$ cat config.mk
export PLATFORM = sky130hd
export DESIGN_NAME = conv_result_writer
export DESIGN_NICKNAME = d
export VERILOG_FILES = /design/src/rtl/conv_result_writer.sv
export SDC_FILE = /design/constraint.sdc
export NUM_CORES = 1
export LEC_CHECK = 0
export ABC_AREA = 1
export ABC_CLOCK_PERIOD_IN_PS = 4500
export CELL_PAD_IN_SITES_DETAIL_PLACEMENT = 0
export CELL_PAD_IN_SITES_GLOBAL_PLACEMENT = 2
export CORE_ASPECT_RATIO = 0.6
export CORE_MARGIN = 1
export CORE_UTILIZATION = 38
export CTS_CLUSTER_SIZE = 16
export DETAILED_ROUTE_END_ITERATION = 10
export PLACE_DENSITY_LB_ADDON = 0.1
export SETUP_SLACK_MARGIN = 0.05
export SLEW_MARGIN = 20
export SYNTH_ARGS = -nofsm -noshare
export SYNTH_HDL_FRONTEND = slang
export SYNTH_SLANG_ARGS = --single-unit
$ cat constraint.sdc
create_clock -name clk -period 4.5 [get_ports clk]
set_input_delay 0.675 -clock clk [delete_from_list [all_inputs] [get_ports clk]]
set_output_delay 0.675 -clock clk [all_outputs]
set_load 0.02 [all_outputs]
$ cat src/rtl/conv_result_writer.sv
// Requantizes the accumulated-result stream, packs PACK_NUM elements per word,
// buffers words in a FIFO and drains them over a valid/ready write port.
// Optional padding checker (o_pad_err) enabled by CONV_WRITER_PAD_CHECK_EN.
module conv_result_writer #(
    parameter int RESULT_SIZE = 32,
    parameter int OUT_WIDTH   = 8,
    parameter int PACK_NUM    = 4,
    parameter int FIFO_DEPTH  = 8,
    parameter int ADDR_W      = 16
) (
    input  logic                            clk,
    input  logic                            rst,
    input  logic                            i_start,
    input  logic [ADDR_W-1:0]               i_base_addr,
    input  logic [4:0]                      i_shift,
    input  logic [RESULT_SIZE-1:0]          i_result,
    input  logic [3:0]                      i_result_valid,
    input  logic                            i_conv_done,
    output logic                            o_wr_valid,
    input  logic                            i_wr_ready,
    output logic [ADDR_W-1:0]               o_wr_addr,
    output logic [PACK_NUM*OUT_WIDTH-1:0]   o_wr_data,
    output logic                            o_overflow,
    output logic [15:0]                     o_tile_cnt,
    output logic                            o_done
`ifdef CONV_WRITER_PAD_CHECK_EN
    ,
    output logic                            o_pad_err
`endif
);

    localparam int WORD_W = PACK_NUM * OUT_WIDTH;
    localparam int CNT_W  = $clog2(PACK_NUM);
    localparam int PTR_W  = $clog2(FIFO_DEPTH);

    localparam logic signed [RESULT_SIZE-1:0] Q_MAX =
        {{(RESULT_SIZE-OUT_WIDTH+1){1'b0}}, {(OUT_WIDTH-1){1'b1}}};
    localparam logic signed [RESULT_SIZE-1:0] Q_MIN =
        {{(RESULT_SIZE-OUT_WIDTH+1){1'b1}}, {(OUT_WIDTH-1){1'b0}}};
    localparam logic [OUT_WIDTH-1:0] Q_MAX_N = {1'b0, {(OUT_WIDTH-1){1'b1}}};
    localparam logic [OUT_WIDTH-1:0] Q_MIN_N = {1'b1, {(OUT_WIDTH-1){1'b0}}};

    typedef enum logic [2:0] {
        ST_IDLE,
        ST_RUN,
        ST_FLUSH,
        ST_DRAIN,
        ST_DONE
    } state_t;

    state_t                   state_reg, state_next;
    logic [4:0]               shift_reg;
    logic                     conv_done_d_reg;
    logic [OUT_WIDTH-1:0]     q_reg;
    logic                     q_valid_reg;
    logic [OUT_WIDTH-1:0]     pack_reg [PACK_NUM];
    logic [CNT_W-1:0]         pack_cnt_reg;
    logic                     push_req_reg;
    logic [WORD_W-1:0]        push_word_reg;
    logic [WORD_W-1:0]        fifo_mem [FIFO_DEPTH];
    logic [PTR_W-1:0]         wr_ptr_reg, rd_ptr_reg;
    logic [PTR_W:0]           fifo_cnt_reg;
    logic [ADDR_W-1:0]        wr_addr_reg;
    logic                     overflow_reg;
    logic [15:0]              tile_cnt_reg;

    logic                     accept;
    logic                     conv_edge;
    logic signed [RESULT_SIZE-1:0] shifted;
    logic [OUT_WIDTH-1:0]     q_sat;
    logic [OUT_WIDTH-1:0]     slot_in [PACK_NUM];
    logic [WORD_W-1:0]        word_in;
    logic                     pack_last, flush_emit, emit;
    logic                     fifo_empty, fifo_full, fifo_last;
    logic                     pop, pop_eff, fifo_wr, drop;

    assign accept    = (state_reg == ST_RUN) && !i_start && i_result_valid[0];
    assign conv_edge = i_conv_done && !conv_done_d_reg;

    // Arithmetic shift floors toward -inf; saturation is checked on the full width.
    assign shifted = $signed(i_result) >>> shift_reg;
    assign q_sat   = (shifted > Q_MAX) ? Q_MAX_N :
                     (shifted < Q_MIN) ? Q_MIN_N : shifted[OUT_WIDTH-1:0];

    // word_in is the pack register with the pending element already inserted.
    genvar gi;
    generate
        for (gi = 0; gi < PACK_NUM; gi++) begin : g_slot
            assign slot_in[gi] = (q_valid_reg && pack_cnt_reg == CNT_W'(gi)) ? q_reg : pack_reg[gi];
            assign word_in[gi*OUT_WIDTH +: OUT_WIDTH] = slot_in[gi];
        end
    endgenerate

    assign pack_last  = q_valid_reg && (pack_cnt_reg == CNT_W'(PACK_NUM-1));
    assign flush_emit = (state_reg == ST_FLUSH) && (q_valid_reg || pack_cnt_reg != '0);
    assign emit       = pack_last || flush_emit;

    assign fifo_empty = (fifo_cnt_reg == '0);
    assign fifo_full  = (fifo_cnt_reg == (PTR_W+1)'(FIFO_DEPTH));
    assign fifo_last  = (fifo_cnt_reg == (PTR_W+1)'(1));
    assign pop        = !fifo_empty && i_wr_ready;
    assign pop_eff    = pop && !i_start;
    // A full FIFO still takes the push when the head leaves in the same cycle.
    assign fifo_wr    = push_req_reg && !i_start && (!fifo_full || pop);
    assign drop       = push_req_reg && !i_start && fifo_full && !pop;

    assign o_wr_valid = !fifo_empty;
    assign o_wr_data  = fifo_empty ? '0 : fifo_mem[rd_ptr_reg];
    assign o_wr_addr  = wr_addr_reg;
    assign o_overflow = overflow_reg;
    assign o_tile_cnt = tile_cnt_reg;
    assign o_done     = (state_reg == ST_DONE);

    always_ff @(posedge clk or posedge rst) begin
        if (rst) begin
            state_reg <= ST_IDLE;
        end else begin
            state_reg <= state_next;
        end
    end

    always_comb begin
        state_next = state_reg;
        if (i_start) begin
            state_next = ST_RUN;
        end else begin
            case (state_reg)
                ST_IDLE:  ;
                ST_RUN:   if (conv_edge) state_next = ST_FLUSH;
                ST_FLUSH: state_next = ST_DRAIN;
                ST_DRAIN: begin
                    if (!push_req_reg && (fifo_empty || (fifo_last && pop))) begin
                        state_next = ST_DONE;
                    end
                end
                ST_DONE:  ;
                default:  state_next = ST_IDLE;
            endcase
        end
    end

    always_ff @(posedge clk or posedge rst) begin
        if (rst) begin
            shift_reg       <= '0;
            conv_done_d_reg <= 1'b0;
            q_reg           <= '0;
            q_valid_reg     <= 1'b0;
            pack_cnt_reg    <= '0;
            push_req_reg    <= 1'b0;
            push_word_reg   <= '0;
            for (int i = 0; i < PACK_NUM; i++) begin
                pack_reg[i] <= '0;
            end
        end else begin
            conv_done_d_reg <= i_conv_done;
            q_valid_reg     <= accept;
            if (accept) begin
                q_reg <= q_sat;
            end
            if (i_start) begin
                shift_reg <= i_shift;
            end
            push_req_reg <= emit && !i_start;
            if (emit) begin
                push_word_reg <= word_in;
            end
            // Slots are zeroed on every emit so a flushed partial word is zero-filled.
            if (i_start || emit) begin
                pack_cnt_reg <= '0;
                for (int i = 0; i < PACK_NUM; i++) begin
                    pack_reg[i] <= '0;
                end
            end else if (q_valid_reg) begin
                pack_cnt_reg          <= pack_cnt_reg + CNT_W'(1);
                pack_reg[pack_cnt_reg] <= q_reg;
            end
        end
    end

    always_ff @(posedge clk) begin
        if (fifo_wr) begin
            fifo_mem[wr_ptr_reg] <= push_word_reg;
        end
    end

    always_ff @(posedge clk or posedge rst) begin
        if (rst) begin
            wr_ptr_reg   <= '0;
            rd_ptr_reg   <= '0;
            fifo_cnt_reg <= '0;
            wr_addr_reg  <= '0;
        end else if (i_start) begin
            wr_ptr_reg   <= '0;
            rd_ptr_reg   <= '0;
            fifo_cnt_reg <= '0;
            wr_addr_reg  <= i_base_addr;
        end else begin
            if (fifo_wr) begin
                wr_ptr_reg <= wr_ptr_reg + PTR_W'(1);
            end
            if (pop_eff) begin
                rd_ptr_reg  <= rd_ptr_reg + PTR_W'(1);
                wr_addr_reg <= wr_addr_reg + ADDR_W'(1);
            end
            case ({fifo_wr, pop_eff})
                2'b10:   fifo_cnt_reg <= fifo_cnt_reg + (PTR_W+1)'(1);
                2'b01:   fifo_cnt_reg <= fifo_cnt_reg - (PTR_W+1)'(1);
                default: fifo_cnt_reg <= fifo_cnt_reg;
            endcase
        end
    end

    always_ff @(posedge clk or posedge rst) begin
        if (rst) begin
            overflow_reg <= 1'b0;
            tile_cnt_reg <= '0;
        end else if (i_start) begin
            overflow_reg <= 1'b0;
            tile_cnt_reg <= '0;
        end else begin
            if (drop) begin
                overflow_reg <= 1'b1;
            end
            if (state_reg == ST_RUN && i_result_valid[2] && tile_cnt_reg != 16'hFFFF) begin
                tile_cnt_reg <= tile_cnt_reg + 16'd1;
            end
        end
    end

`ifdef CONV_WRITER_PAD_CHECK_EN
    logic pad_err_reg;

    always_ff @(posedge clk or posedge rst) begin
        if (rst) begin
            pad_err_reg <= 1'b0;
        end else if (i_start) begin
            pad_err_reg <= 1'b0;
        end else if (state_reg == ST_RUN &&
                     ((i_result_valid[0] && !i_result_valid[1]) ||
                      (i_result_valid[3] && conv_done_d_reg))) begin
            pad_err_reg <= 1'b1;
        end
    end

    assign o_pad_err = pad_err_reg;
`else
    logic unused_valid_bits;
    assign unused_valid_bits = ^{i_result_valid[3], i_result_valid[1]};
`endif

endmodule
==> flow_metrics.py, run 1 <==
metrics = {
    "run_status": {
        "status": "finished, final reports clean",
    },
    "setup_path": {
        "r2r-end": "push_word_reg[5]$_DFFE_PP0P_",
        "criticalPathCategory": "flop to output pin",
        "slowest_stage": "clkdlybuf4s50_1",
        "worstRegToRegCells": 7,
        "arrival_ps": 3160,
        "cp_slowest_stage_delay_ps": 710,
        "cp-startpoint": "fifo_cnt_reg[0]$_DFFE_PP0P_",
        "crit_chain": "inv_1, ha_1, nand2_2, buf_4, o21ai_0, a31oi_1, clkdlybuf4s50_1",
        "r2r_slack_ps": 1180,
        "r2r-start": "pack_cnt_reg[1]$_DFFE_PP0P_",
        "crit_fanout": 21,
        "crit_end": "o_wr_data[23]",
        "cp-end-kind": "output pin",
        "cp-start-kind": "flop",
        "required_ps": 3830,
    },
    "clock_tree": {
        "h-tree-depth": 2,
        "cts_buffers": 38,
        "cts_setup_buffers": 0,
        "hold_buffers": 0,
        "clockBufferDepth": 3,
        "clkTransAtPathRegs_ps": 60,
        "cts_root_buf": "clkbuf_16",
        "clk_latency_ps": 540,
        "cts_tree": "done",
        "cts_resized": 0,
        "cts_sinks": 384,
    },
    "die": {
        "ios": 129,
        "core_area_um2": 45100,
        "die_w_um": 279,
        "die-area_um2": 47000,
        "row_count": 60,
        "die_y_um": 168,
        "start_util_pct": 38.8,
    },
    "place": {
        "pre_cts_ws_ps": 1190,
        "dp_hpwl_mm": 29.7,
        "gp_congestion": 0.802,
        "placed_area_um2": 19400,
        "port_buffers": 126,
    },
    "sta": {
        "finalCritPeriodShare_pct": 85.3,
        "relSlewSlack_pct": 32.3,
        "fin_ws_ps": 663,
        "timing.fmax_ghz": 0.261,
        "fin_tns_setup_ps": 0,
        "finClkSkew_ps": 21.7,
        "worst_slew_pin_slew_ps": 1010,
        "slew_viol_final": 0,
        "hold_violations": 0,
        "setup_viol": 0,
        "min_period_ps": 3840,
        "rsz0062_at_grt": "false",
    },
    "global_route": {
        "antenna_found_initial": 0,
        "grt_max_degree": 132,
        "track_usage_pct": 20.8,
        "grt_pass1_wl_mm": 75.8,
        "overflow": 0,
        "grt_pass1_vias": 12543,
    },
    "layout": {
        "antenna_cells": 0,
        "syn_to_final_growth_pct": 18.2,
        "utilization_pct": 45.9,
        "fill_cells": 4253,
        "stdcell_area_um2": 20700,
        "finalNetCount": 1973,
        "ff_latch_area_um2": 10900,
        "multi_input_area_um2": 5890,
        "layout-drive-gt1-share_pct": 6.22,
        "largest_reg_flops": 256,
    },
    "hold_path": {
        "min_path_type": "flop to flop",
    },
    "yosys": {
        "ys_seq_area_share_pct": 62.2,
        "syn_area_um2": 17500,
        "syn-mean-instance-area_um2": 9.67,
        "yosysMostFrequentCell": "nand2_1",
        "ys_types": 47,
        "synth-async-reset-ratio_pct": 33.3,
        "synth_nets": 1886,
        "yosysTopAreaCellShare_pct": 43.9,
        "synth_top_cells_by_area": "edfxtp_1 (44%), dfrtp_1 (18%), nand2_1 (7.2%)",
        "ys_ff_latch": 384,
        "synth_top_area_cell": "edfxtp_1",
        "synth_enable_flop_cells": 256,
        "synth_cells": 1812,
        "synth_commonest_cells": "nand2_1 (337), nor2_1 (285), edfxtp_1 (256), o21ai_0 (239), nand3_1 (163)",
        "yosys_warnings": 0,
        "synthFlopType": "edfxtp_1",
    },
    "drt": {
        "wl_per_cell_um": 18.9,
        "first_pass_iters": 5,
        "drt_iter0_drc": 898,
        "viasPerCell": 5.14,
        "wl_mm": 48.2,
        "antenna_left": 0,
        "drc": 0,
        "vias": 13107,
    },
    "job": {
        "drv_cap": 0,
    },
    "power_and_ir_drop": {
        "peakVddDrop_v": 0.000301,
        "total_leakage_power_nw": 8.01,
        "power.density_nw_per_um2": 499,
    },
}
[layout make-up]
class	instances	share of cell area [%]
Clock buffer	50	5.18
Multi-Input combinational cell	1233	28.5
Sequential cell	384	52.6
Inverter	91	1.70
Tap cell	620	3.75
Timing Repair Buffer	151	7.42
Clock inverter	20	0.846
[through the flow]
step | power [mW] | hold WS, ps | std cells
detailed placement | 7.24 | 488 | 2479
global route | 10.9 | 515 | 2549
finish | 10.3 | 494 | 2549
floorplan | 6.03 | 471 | 1812
global placement | 7.21 | 486 | 2479
CTS | 10.4 | 494 | 2549
[where the power goes]
group / internal (mW) / total (mW) / switching, mW
Clock: 1.81 / 3.18 / 1.37
Combinational: 1.02 / 2.79 / 1.77
Sequential: 4.04 / 4.35 / 0.301
Total: 6.87 / 10.3 / 3.45
[placed cells by master, fill, tap and decap left out, drive strengths merged, types with 2 or more instances in the layout]
| cell | n |
|---|---|
| a21oi | 27 |
| a31oi | 48 |
| buf | 25 |
| bufinv | 2 |
| clkbuf | 50 |
| clkdlybuf4s50 | 126 |
| clkinv | 20 |
| dfrtp | 128 |
| edfxtp | 256 |
| ha | 12 |
| inv | 88 |
| mux2i | 12 |
| nand2 | 342 |
| nand3 | 166 |
| nand4 | 5 |
| nor2 | 286 |
| nor3 | 9 |
| nor3b | 2 |
| nor4 | 3 |
| o211ai | 11 |
| o21ai | 246 |
| o221ai | 4 |
| o22ai | 34 |
| o311ai | 2 |
| o31ai | 2 |
| or2 | 2 |
| xnor2 | 2 |
| xor2 | 10 |
[kinds of logic (layout without fill, tap and decap cells)]
group	after synthesis	in the layout	synth area share (%)
XOR/XNOR	12	12	0.600
buffers and inverters	195	312	4.56
flip-flops	384	384	62.2
multiplexers	12	12	0.686
adder cells (fa/ha/maj)	12	12	0.857
AO/OA/AOI/OAI	379	379	11.8
AND/OR/NAND/NOR	818	818	19.3
[worst max-delay path: cells and delay by family, from the launching register on]
family | cells | cell delay (ps)
AO/OA/AOI/OAI | 2 | 420
adder cells (fa/ha/maj) | 1 | 240
buffers and inverters | 3 | 1260
flip-flops | 1 | 390
AND/OR/NAND/NOR | 1 | 320
[worst min-delay path by stage]
stage	from	cells after the start	endpoint	slack, ps
2_1_floorplan	q_reg[0]$_DFFE_PP0P_	2	q_reg[0]$_DFFE_PP0P_	470
3_3_place_gp	o_tile_cnt[3]$_DFFE_PP0P_	1	o_tile_cnt[4]$_DFFE_PP0P_	490
3_5_place_dp	o_tile_cnt[3]$_DFFE_PP0P_	1	o_tile_cnt[4]$_DFFE_PP0P_	490
4_1_cts	o_tile_cnt[3]$_DFFE_PP0P_	1	o_tile_cnt[4]$_DFFE_PP0P_	490
5_1_grt	o_tile_cnt[3]$_DFFE_PP0P_	1	o_tile_cnt[4]$_DFFE_PP0P_	510
6_report	o_tile_cnt[3]$_DFFE_PP0P_	1	o_tile_cnt[4]$_DFFE_PP0P_	490
[metal layers]
layer  wire length (um)  share of wire [%]  track usage, %  vias up
met1              25600                 53            33.5     6363
met2              19900                 41            29.5      237
met3               2030                4.2            3.32       52
met4                597                1.2            3.42        0
met5                  0                  0               0        -
li1                   -                  -               -     6455
Note: power is estimated with default switching activity, not from simulation.
==> inputs of run 2 (changes only) <==
- ABC_AREA: 1 -> unset
- CORE_UTILIZATION: 38 -> 40
- SLEW_MARGIN: 20 -> 15
==> run 2 against run 1 <==
  * Sequential power up 12%
  * Clock power hardly changed
  * Maximum frequency rose by 0.91%
  * Non-clock buffer count up 11
  * Die area decreased by 3.8%
  * Sequential cell count did not move
  * Sequential share of layout area fell by 0.60 points
  * Critical path type unchanged
==> flow_metrics.py, run 2 <==
metrics = {
    "global_route": {
        "grt_pass1_vias": 10749,
        "antenna_found_initial": 0,
        "track_usage_pct": 19.3,
        "overflow": 0,
        "grt_pass1_wl_mm": 66.1,
        "grt_max_degree": 84,
    },
    "yosys": {
        "synth_compound_area_share_pct": 5.19,
        "syn_area_um2": 17700,
        "synth-async-reset-ratio_pct": 33.3,
        "synthFlopType": "edfxtp_1",
        "synth_top_cells_by_area": "edfxtp_1 (43%), dfrtp_1 (18%), mux4_2 (11%)",
        "synth_enable_flop_cells": 256,
        "yosysMostFrequentCell": "edfxtp_1",
        "ys_ff_latch": 384,
        "syn-mean-instance-area_um2": 14.6,
        "yosys.area_share.xor_xnor_pct": 1.73,
        "synth_commonest_cells": "edfxtp_1 (256), nor2_1 (152), dfrtp_1 (128), mux2i_1 (99), mux4_2 (86)",
        "yosys_warnings": 0,
        "ys_types": 67,
        "synth_adder_area_share_pct": 0.847,
        "synthSimpleGateAreaFrac_pct": 8.33,
        "synth_cells": 1212,
        "synth_top_area_cell": "edfxtp_1",
        "synthMuxAreaShare_pct": 19.9,
        "synth_nets": 1286,
        "ys_seq_area_share_pct": 61.4,
        "yosysTopAreaCellShare_pct": 43.4,
        "synth_top_family_by_area": "multiplexers",
    },
    "layout": {
        "final_common_cell": "edfxtp_1",
        "syn_to_final_growth_pct": 18.1,
        "antenna_cells": 0,
        "largest_reg_flops": 256,
        "final_cell_mix": "edfxtp_1 (256), nor2_1 (146), clkdlybuf4s50_1 (125)",
        "finalNetCount": 1413,
        "layout-drive-gt1-share_pct": 16.4,
        "utilization_pct": 48.2,
    },
    "power_and_ir_drop": {
        "p_sw_mw": 2.98,
        "total_leakage_power_nw": 7.55,
        "p_sw_share_pct": 29.3,
        "combPwrFrac_pct": 21.0,
        "power.density_nw_per_um2": 485,
        "power_frac_seq_pct": 47.9,
        "power.internal_mw": 7.19,
        "clkPwrFrac_pct": 31.0,
        "peakVddDrop_v": 0.000290,
    },
    "hold_path": {
        "min_path_type": "flop to flop",
    },
    "sta": {
        "hold_violations": 0,
        "worst_slew_pin_slew_ps": 1100,
        "finalCritPeriodShare_pct": 84.5,
        "relSlewSlack_pct": 26.7,
        "fin_tns_setup_ps": 0,
        "finClkSkew_ps": 17.3,
        "min_period_ps": 3800,
        "setup_viol": 0,
        "fin_ws_ps": 697,
        "rsz0062_at_grt": "false",
        "timing.fmax_ghz": 0.263,
        "slew_viol_final": 0,
    },
    "die": {
        "row_count": 59,
        "core_area_um2": 43500,
        "start_util_pct": 40.8,
        "ios": 129,
        "die_w_um": 274,
        "die_y_um": 165,
        "die-area_um2": 45200,
    },
    "setup_path": {
        "cp-start-kind": "flop",
        "worstRegToRegCells": 8,
        "r2r-end": "q_reg[2]$_DFFE_PP0P_",
        "slowest_stage": "dfrtp_4",
        "crit_end": "o_wr_data[21]",
        "cp-startpoint": "rd_ptr_reg[0]$_DFFE_PP0P_",
        "r2r-start": "shift_reg[1]$_DFFE_PP0P_",
        "criticalPathCategory": "flop to output pin",
        "cp_slowest_stage_delay_ps": 770,
        "crit_fanout": 25,
        "r2r_slack_ps": 810,
        "required_ps": 3830,
        "crit_chain": "buf_4, mux4_2, mux2i_1, nor2_1, clkdlybuf4s50_1",
        "arrival_ps": 3130,
        "cp-end-kind": "output pin",
    },
    "clock_tree": {
        "h-tree-depth": 2,
        "cts_setup_buffers": 0,
        "cts_resized": 0,
        "cts_buffers": 38,
        "cts_sinks": 384,
        "clkTransAtPathRegs_ps": 60,
        "hold_buffers": 0,
        "clockBufferDepth": 3,
        "cts_tree": "done",
        "cts_root_buf": "clkbuf_16",
        "clk_latency_ps": 530,
    },
    "drt": {
        "wl_mm": 41.5,
        "drt_iter0_drc": 862,
        "viasPerCell": 5.38,
        "first_pass_iters": 5,
        "antenna_left": 0,
        "wl_per_cell_um": 21.3,
        "vias": 10472,
        "drc": 0,
    },
    "run_status": {
        "status": "finished, final reports clean",
    },
    "place": {
        "port_buffers": 126,
        "gp_congestion": 0.815,
        "pre_cts_ws_ps": 736,
        "dp_hpwl_mm": 27.3,
    },
    "job": {
        "drv_cap": 0,
    },
}
-- run 2: changes by cell type in the layout (fill, tap and decap cells not counted), sizes merged, moves of 13 or more --
cell   change
nand2    -284
o21ai    -204
nand3    -150
nor2     -134
mux4      +99
mux2i     +87
inv       -68
a31oi     -44
o22ai     -32
a21oi     +29
mux2      +23
xnor2     +17
and2      +13
-- run 2: worst min-delay path by stage --
stage	startpoint	to	slack, ps	depth (start not counted)
5_1_grt	i_start	fifo_cnt_reg[3]$_DFFE_PP0P_	490	2
3_3_place_gp	pack_reg[5]$_DFFE_PP0P_	pack_reg[5]$_DFFE_PP0P_	470	1
2_1_floorplan	pack_reg[0]$_DFFE_PP0P_	pack_reg[0]$_DFFE_PP0P_	450	1
4_1_cts	i_start	fifo_cnt_reg[3]$_DFFE_PP0P_	470	2
6_report	pack_reg[2]$_DFFE_PP0P_	pack_reg[2]$_DFFE_PP0P_	480	1
3_5_place_dp	pack_reg[0]$_DFFE_PP0P_	pack_reg[0]$_DFFE_PP0P_	470	1
-- run 2: cells by family after synthesis --
| group | after synthesis |
|---|---|
| AOI/OAI and AO/OA | 150 |
| and+or+nand+nor | 316 |
| xor gates and xnor gates | 35 |
| muxes | 221 |
| DFF | 384 |
| buffers and inverters | 94 |
| adders and majority gates | 12 |
-- run 2: critical path, delay by kind of cell, from the launching register on --
family | cells | cell delay, ps
buf+inv | 2 | 1000
simple gates | 1 | 70
mux | 2 | 730
flops | 1 | 770
-- run 2: layer usage --
layer	vias to the layer above	GRT usage, %	share of wire [%]
met5	-	0	0
li1	4881	-	-
met3	55	3.73	4.8
met1	5302	29.6	51
met2	234	28.1	43
met4	0	4.24	1.7
-- run 2: through the flow --
step	area, um2	power, mW	hold WS [ps]	std cells
floorplan	17700	6.13	453	1212
global placement	19700	7.09	469	1878
detailed placement	19700	7.12	471	1878
CTS	20900	10.3	469	1947
global route	20900	10.7	493	1947
finish	20900	10.2	483	1947
-- run 2: power groups by stage --
stage | logic (mW) | clock network [mW] | registers [mW]
floorplan | 1.45 | 0 | 4.69
global placement | 2.16 | 0 | 4.93
detailed placement | 2.17 | 0 | 4.95
CTS | 2.18 | 3.26 | 4.88
global route | 2.37 | 3.38 | 4.95
finish | 2.14 | 3.15 | 4.87
-- run 2: final cells by class --
class / count / area (um2)
clock buffers: 54 / 1060
inverters: 19 / 76.3
multi-input cells: 734 / 6460
clock inverters: 15 / 158
fillers: 3790 / 22500
well taps: 579 / 724
flip-flops and latches: 384 / 10900
repair buffers: 162 / 1560
